`config.mk`:
```
export PLATFORM = sky130hd
export DESIGN_NAME = cache_control_flat
export DESIGN_NICKNAME = d
export VERILOG_FILES = /design/src/rtl/cache_control_if.sv /design/src/rtl/cache_control.sv /design/src/flat_wrapper.sv
export SDC_FILE = /design/constraint.sdc
export NUM_CORES = 1
export LEC_CHECK = 0
export BUFFER_PORTS_ARGS = -buffer_cell sky130_fd_sc_hd__buf_2
export CAP_MARGIN = 20
export CORE_MARGIN = 5
export CORE_UTILIZATION = 59
export DETAILED_ROUTE_END_ITERATION = 10
export GPL_TIMING_DRIVEN = 0
export PLACE_DENSITY = 0.86
export SYNTH_ARGS = -nofsm -noshare
export SYNTH_HDL_FRONTEND = slang
export SYNTH_SLANG_ARGS = --single-unit
export TNS_END_PERCENT = 5
```
`constraint.sdc`:
```
create_clock -name clk -period 3.21 [get_ports clk]
set_input_delay 0.321 -clock clk [delete_from_list [all_inputs] [get_ports clk]]
set_output_delay 0.321 -clock clk [all_outputs]
set_load 0.02 [all_outputs]
```
`src/rtl/cache_control_if.sv`:
```
// CPU, physical-memory and datapath control signals of the cache controller.
// Pure wiring bundle, no storage and no latency.
// Handshakes are level-held requests closed by a single-cycle response pulse.
interface cache_control_if;

  // CPU side
  logic mem_read;
  logic mem_write;
  logic mem_resp;

  // Datapath status
  logic hit;
  logic dirty;

  // Physical memory side
  logic pmem_resp;
  logic pmem_read;
  logic pmem_write;

  // Datapath controls
  logic load_cache;
  logic load_mem_wdata;
  logic load_mem_rdata;
  logic load_plru;
  logic dirty_value;
  logic fill_mask;

  // Controller view
  modport master (
    input  mem_read, mem_write, hit, dirty, pmem_resp,
    output mem_resp, pmem_read, pmem_write, load_cache, load_mem_wdata,
           load_mem_rdata, load_plru, dirty_value, fill_mask
  );

  // Environment view (CPU, memory and datapath models)
  modport slave (
    output mem_read, mem_write, hit, dirty, pmem_resp,
    input  mem_resp, pmem_read, pmem_write, load_cache, load_mem_wdata,
           load_mem_rdata, load_plru, dirty_value, fill_mask
  );

endinterface

```
`src/rtl/cache_control.sv`:
```
// Write-back cache controller FSM with saturating hit/miss/write-back counters.
// Hit responds 1 cycle after request; miss adds pmem read (+ write-back) and a fill-settle cycle.
// CPU request is held until mem_resp; pmem requests are held until pmem_resp.
module cache_control #(
  parameter int CNT_W = 32
) (
  input  logic             clk,
  input  logic             rst,
  input  logic             cnt_clr,
  cache_control_if.master  bus,
  output logic [CNT_W-1:0] hit_cnt,
  output logic [CNT_W-1:0] miss_cnt,
  output logic [CNT_W-1:0] wb_cnt
);

  typedef enum logic [2:0] {
    IDLE,
    COMPARE,
    WRITEBACK,
    ALLOCATE,
    FILL_WAIT
  } state_t;

  localparam logic [CNT_W-1:0] CNT_MAX = '1;

  state_t state;
  state_t state_n;

  logic req;
  logic hit_inc;
  logic miss_inc;
  logic wb_inc;

  logic mem_resp;
  logic pmem_read;
  logic pmem_write;
  logic load_cache;
  logic load_mem_wdata;
  logic load_mem_rdata;
  logic load_plru;
  logic dirty_value;
  logic fill_mask;

  // Either request kind starts a lookup; a simultaneous read and write is a write.
  assign req = bus.mem_read | bus.mem_write;

  // State register; reset returns to IDLE and abandons any pmem transaction.
  always_ff @(posedge clk) begin
    if (rst) begin
      state <= IDLE;
    end else begin
      state <= state_n;
    end
  end

  // Next-state and control outputs, all derived from state and current inputs.
  always_comb begin
    state_n        = state;
    mem_resp       = 1'b0;
    pmem_read      = 1'b0;
    pmem_write     = 1'b0;
    load_cache     = 1'b0;
    load_mem_wdata = 1'b0;
    load_mem_rdata = 1'b0;
    load_plru      = 1'b0;
    dirty_value    = 1'b0;
    fill_mask      = 1'b0;
    hit_inc        = 1'b0;
    miss_inc       = 1'b0;
    wb_inc         = 1'b0;

    unique case (state)
      IDLE: begin
        // One cycle here gives the synchronous tag/data arrays time to read.
        if (req) begin
          state_n = COMPARE;
        end
      end

      COMPARE: begin
        if (!req) begin
          state_n = IDLE;
        end else if (bus.hit) begin
          mem_resp  = 1'b1;
          load_plru = 1'b1;
          hit_inc   = 1'b1;
          if (bus.mem_write) begin
            load_cache     = 1'b1;
            load_mem_wdata = 1'b1;
            dirty_value    = 1'b1;
          end else begin
            load_mem_rdata = 1'b1;
          end
          state_n = IDLE;
        end else begin
          miss_inc = 1'b1;
          state_n  = bus.dirty ? WRITEBACK : ALLOCATE;
        end
      end

      WRITEBACK: begin
        // Victim must leave before the fill overwrites it; completes even if the CPU drops.
        pmem_write = 1'b1;
        if (bus.pmem_resp) begin
          wb_inc  = 1'b1;
          state_n = ALLOCATE;
        end
      end

      ALLOCATE: begin
        pmem_read = 1'b1;
        if (bus.pmem_resp) begin
          // Fill the whole line from pmem_rdata as a clean line.
          load_cache = 1'b1;
          fill_mask  = 1'b1;
          state_n    = FILL_WAIT;
        end
      end

      FILL_WAIT: begin
        // Arrays need a cycle to present the freshly filled line before the retry.
        state_n = COMPARE;
      end

      default: begin
        state_n = IDLE;
      end
    endcase
  end

  // Performance counters: saturate at all-ones, clear wins over increment.
  always_ff @(posedge clk) begin
    if (rst || cnt_clr) begin
      hit_cnt  <= '0;
      miss_cnt <= '0;
      wb_cnt   <= '0;
    end else begin
      if (hit_inc && (hit_cnt != CNT_MAX)) begin
        hit_cnt <= hit_cnt + 1'b1;
      end
      if (miss_inc && (miss_cnt != CNT_MAX)) begin
        miss_cnt <= miss_cnt + 1'b1;
      end
      if (wb_inc && (wb_cnt != CNT_MAX)) begin
        wb_cnt <= wb_cnt + 1'b1;
      end
    end
  end

  assign bus.mem_resp       = mem_resp;
  assign bus.pmem_read      = pmem_read;
  assign bus.pmem_write     = pmem_write;
  assign bus.load_cache     = load_cache;
  assign bus.load_mem_wdata = load_mem_wdata;
  assign bus.load_mem_rdata = load_mem_rdata;
  assign bus.load_plru      = load_plru;
  assign bus.dirty_value    = dirty_value;
  assign bus.fill_mask      = fill_mask;

endmodule

```
`src/flat_wrapper.sv`:
```
// flat-port wrapper written by rule: the top's interface ports become plain ports
module cache_control_flat 
#(
  parameter int CNT_W = 32
)
  (clk, rst, cnt_clr, hit_cnt, miss_cnt, wb_cnt, bus_mem_read, bus_mem_write, bus_hit, bus_dirty, bus_pmem_resp, bus_mem_resp, bus_pmem_read, bus_pmem_write, bus_load_cache, bus_load_mem_wdata, bus_load_mem_rdata, bus_load_plru, bus_dirty_value, bus_fill_mask);
  cache_control_if bus_i ();
  input  logic clk;
  input  logic rst;
  input  logic cnt_clr;
  output logic [CNT_W-1:0] hit_cnt;
  output logic [CNT_W-1:0] miss_cnt;
  output logic [CNT_W-1:0] wb_cnt;
  input wire logic [$bits(bus_i.mem_read)-1:0] bus_mem_read;
  input wire logic [$bits(bus_i.mem_write)-1:0] bus_mem_write;
  input wire logic [$bits(bus_i.hit)-1:0] bus_hit;
  input wire logic [$bits(bus_i.dirty)-1:0] bus_dirty;
  input wire logic [$bits(bus_i.pmem_resp)-1:0] bus_pmem_resp;
  output wire logic [$bits(bus_i.mem_resp)-1:0] bus_mem_resp;
  output wire logic [$bits(bus_i.pmem_read)-1:0] bus_pmem_read;
  output wire logic [$bits(bus_i.pmem_write)-1:0] bus_pmem_write;
  output wire logic [$bits(bus_i.load_cache)-1:0] bus_load_cache;
  output wire logic [$bits(bus_i.load_mem_wdata)-1:0] bus_load_mem_wdata;
  output wire logic [$bits(bus_i.load_mem_rdata)-1:0] bus_load_mem_rdata;
  output wire logic [$bits(bus_i.load_plru)-1:0] bus_load_plru;
  output wire logic [$bits(bus_i.dirty_value)-1:0] bus_dirty_value;
  output wire logic [$bits(bus_i.fill_mask)-1:0] bus_fill_mask;
  assign bus_i.mem_read = bus_mem_read;
  assign bus_i.mem_write = bus_mem_write;
  assign bus_i.hit = bus_hit;
  assign bus_i.dirty = bus_dirty;
  assign bus_i.pmem_resp = bus_pmem_resp;
  assign bus_mem_resp = bus_i.mem_resp;
  assign bus_pmem_read = bus_i.pmem_read;
  assign bus_pmem_write = bus_i.pmem_write;
  assign bus_load_cache = bus_i.load_cache;
  assign bus_load_mem_wdata = bus_i.load_mem_wdata;
  assign bus_load_mem_rdata = bus_i.load_mem_rdata;
  assign bus_load_plru = bus_i.load_plru;
  assign bus_dirty_value = bus_i.dirty_value;
  assign bus_fill_mask = bus_i.fill_mask;
  cache_control #(.CNT_W(CNT_W)) u_core (.clk(clk), .rst(rst), .cnt_clr(cnt_clr), .bus(bus_i), .hit_cnt(hit_cnt), .miss_cnt(miss_cnt), .wb_cnt(wb_cnt));
endmodule
```
==> results list <==
- Fill count: 719
- In this run the critical register-to-register path is captured at u_core.wb_cnt[13].
- The startpoint identified for the worst register-to-register timing path is u_core.wb_cnt[0].
- Static leakage: 2.20 nW
- Routability-driven placement finished with a final weighted congestion of 0.916.
- After detailed routing, the total wire length is 14700 microns.
- The first global-routing pass estimated 24300 microns of wire.
- Count of cells along the worst register-to-register path: 9
* Path class of the lowest-slack min-delay path: in -> reg
* Most frequent cells in the layout: sky130_fd_sc_hd__buf_2 (119), sky130_fd_sc_hd__dfxtp_1 (99), sky130_fd_sc_hd__a21oi_1 (81)
- At the placement stage, the worst setup path has a slack of 753 ps.
* Count of flip-flops with a built-in enable after synthesis: 0
- The signal on the critical path passes through ha_1 -> and2_1 -> and3_1 -> clkbuf_2 -> and4_1 -> buf_2 -> clkbuf_1 -> or4_1 -> a21oi_1.
* TritonCTS sink count: 99
- In the post-route analysis, the smallest setup slack over all paths is 697 ps.
* Vias in the first global route: 5139
- Setup repair after global routing missed its margin: no
* Final count of pins violating max slew: 0
- Number of nets still failing antenna checks after routing: 0
* Chip Width: 104 microns
- The floorplan has 34 rows.
- Fraction of registers with async set/reset: 0
* Via Count: 5680
- The netlist uses 52 different library cells.
* Hold slack: 240 ps
- At the worst endpoint, the arrival time is 2810 ps.
- Power density over the cells: 354 nW/um^2
* Setup-failing EPs final: 0
- The design draws 0.00216 W.
* Most frequent standard cell in the layout excluding fill and tap cells: sky130_fd_sc_hd__buf_2
- Detailed Route Iter0 Violations: 317
- Detailed placer's ending HPWL: 10800 microns
- Clock period minus final worst setup slack: 2510 ps
- TritonCTS built the clock tree.
* Critical path endpoint category: flip-flop
- Synthesized instance count: 641
- In the final layout, the share of cells above drive strength 1 is 0.203.
- The initial utilization of the core area, before any placement, comes to 0.600.
- DRC viols: 0
* Number of iterations in the first detailed-routing pass: 5
* Number of stages on the worst hold path: 2
- Maximum buffer depth of the clock tree: 2
* Area inside the core boundary: 8680 sq um
- Clock Latency Late Sink: 370 ps
* Post-synth top flop: sky130_fd_sc_hd__dfxtp_1
- Result of the run: completed
- Entering global routing, the biggest net connects 17 pins.
- Yosys printed 0 warnings.
- Number of diodes added for antenna fixing: 0
- The worst pin sits at a relative slew slack of 0.530.
- Peak clock frequency supported by timing: 398 MHz
- Synthesized Nets: 652
- For this run the aggregate overflow at the end of global routing stands at 0.
- Register clock-pin slew on the reported worst setup and hold paths: 100 ps
- Critical path launch point type: flip-flop
- Total clock buffers created by CTS: 9
- Buffers and inverters on the worst path: 3
* Largest vdd supply drop: 228 uV
* Cell chosen for the clock root: sky130_fd_sc_hd__clkbuf_8
- Initial antenna violation count: 0
- The setup check on the worst reg-to-reg path leaves a slack of 700 ps.
- Period Utilization, post-route: 0.783
- Area growth from synthesis to layout: 17.2%
- The final-report hold violation count was 0.
- After clock tree synthesis, the setup repair step added 0 buffers.
- Post-CTS repair changed the size of 0 cells.
- Top Ports: 113
* Actual transition at the worst max-transition pin: 699 ps
* Overall global routing resource usage: 0.261
- Max incr delay on CP: 550 ps
* Floorplan die area: 10800 sq um
* Yosys reg bits: 99
- For hold timing, the worst endpoint is u_core.state[0].
* Via-per-instance ratio: 6.48
- Dividing the synthesized area by the synthesized cell count gives 8.13 sq um.
- Across the run, the number of max-cap violations was 0.
* Post-Synthesis Cell Area: 5210 sq um
- On the critical path the largest part of the delay comes from simple AND/OR/NAND/NOR gates.
- The H-tree generated during clock tree synthesis spans 3 levels.
- Count of buffers inserted at the top-level ports: 112
* Slowest-stage cell, CP: sky130_fd_sc_hd__or4_1
- In this run the worst path has a maximum fanout of 10.
- The share of the Yosys chip area taken by registers is 0.380.
- For this design, the CTS-stage hold fixing added 0 buffers.
- The startpoint identified for the worst hold timing path is rst.
- Wire length per cell: 16.8 microns
- Final net count: 775
- Y dimension of the die: 104 microns
- WS Path Type: reg -> reg
- Maximum clock skew at final layout: 13.3 ps
- At the worst endpoint, the required time is 3510 ps.
- Setup TNS: 0 ps
[per-layer routing]
| layer | vias up | share of wire | GRT usage |
|---|---|---|---|
| li1 | 2708 | - | - |
| met2 | 247 | 0.48 | 0.436 |
| met4 | 0 | 0.017 | 0.0833 |
| met3 | 29 | 0.076 | 0.0447 |
| met5 | - | 0 | 0 |
| met1 | 2696 | 0.43 | 0.343 |
[Yosys cell counts, drive strengths merged (2+ instances only)]
master   n  area [sq um]
and4    13           114
xnor2    3          26.3
ha       3          37.5
or4     36           274
nand2   45           169
and2    14          87.6
a31oi    3          18.8
nor2    19          71.3
o31ai   35           263
o21ai   48           240
nor2b    5          31.3
nor3    10          55.1
nor3b    3          32.5
or3     51           319
nand4   27           169
o31a     2          17.5
inv     13          48.8
buf     13          83.8
clkbuf  25          96.3
o21a     2          15.0
nand3   40           200
and3    12          75.1
o211ai   5          42.5
mux2i    4          40.0
dfxtp   99          1980
nand2b   2          12.5
a21oi   81           405
nor4    12           126
or2      3          18.8
a41o     2          20.0
xor2     2          17.5
[state kept, by name, summed over array words and instances (netlist names)]
| name | cells |
|---|---|
| u_core.hit_cnt | 32 |
| u_core.miss_cnt | 32 |
| u_core.state | 3 |
| u_core.wb_cnt | 32 |
[worst max path at each step]
stage | depth (start not counted) | start | slack, ps | end
floorplan | 9 | u_core.wb_cnt[0] | 990 | u_core.wb_cnt[27]
global placement | 9 | u_core.wb_cnt[0] | 820 | u_core.wb_cnt[10]
detailed placement | 9 | u_core.wb_cnt[0] | 750 | u_core.wb_cnt[13]
CTS | 9 | u_core.wb_cnt[0] | 720 | u_core.wb_cnt[13]
global route | 8 | u_core.wb_cnt[17] | 500 | u_core.wb_cnt[21]
finish | 9 | u_core.wb_cnt[0] | 700 | u_core.wb_cnt[13]
[area by class of cell]
cell class | instances | area (sq um) | area share
repair buffers | 112 | 561 | 0.0918
multi-input cells | 491 | 3000 | 0.491
clock inverters | 6 | 65.1 | 0.0107
inverters | 13 | 48.8 | 0.00799
well taps | 108 | 135 | 0.0221
clock buffers | 10 | 138 | 0.0225
plain buffers | 38 | 180 | 0.0295
flip-flops and latches | 99 | 1980 | 0.324
[stage by stage]
| stage | cell area [sq um] | std cells | util |
|---|---|---|---|
| final | 6110 | 877 | 0.704 |
| after CTS | 6110 | 877 | 0.704 |
| after global routing | 6110 | 877 | 0.704 |
| after detailed placement | 5910 | 861 | 0.681 |
| after floorplan | 5210 | 641 | - |
| after global placement | 5910 | 861 | 0.681 |
[report_power, final]
part | switching [W] | total [W] | leakage (nW) | internal (W)
sequential | 0.00000737 | 0.00124 | 0.797 | 0.00123
clock | 0.000446 | 0.000828 | 0.102 | 0.000382
combinational | 0.0000657 | 0.0000956 | 1.30 | 0.0000299
total | 0.000519 | 0.00216 | 2.20 | 0.00164
[cells by family after synthesis]
group                    share of synthesized area
AO/OA/AOI/OAI                                0.205
XOR/XNOR                                   0.00841
adder cells (fa/ha/maj)                    0.00721
buffers and inverters                       0.0439
flip-flops                                   0.380
multiplexers                               0.00985
AND/OR/NAND/NOR                              0.346
Power figures use the tool's default switching activity.
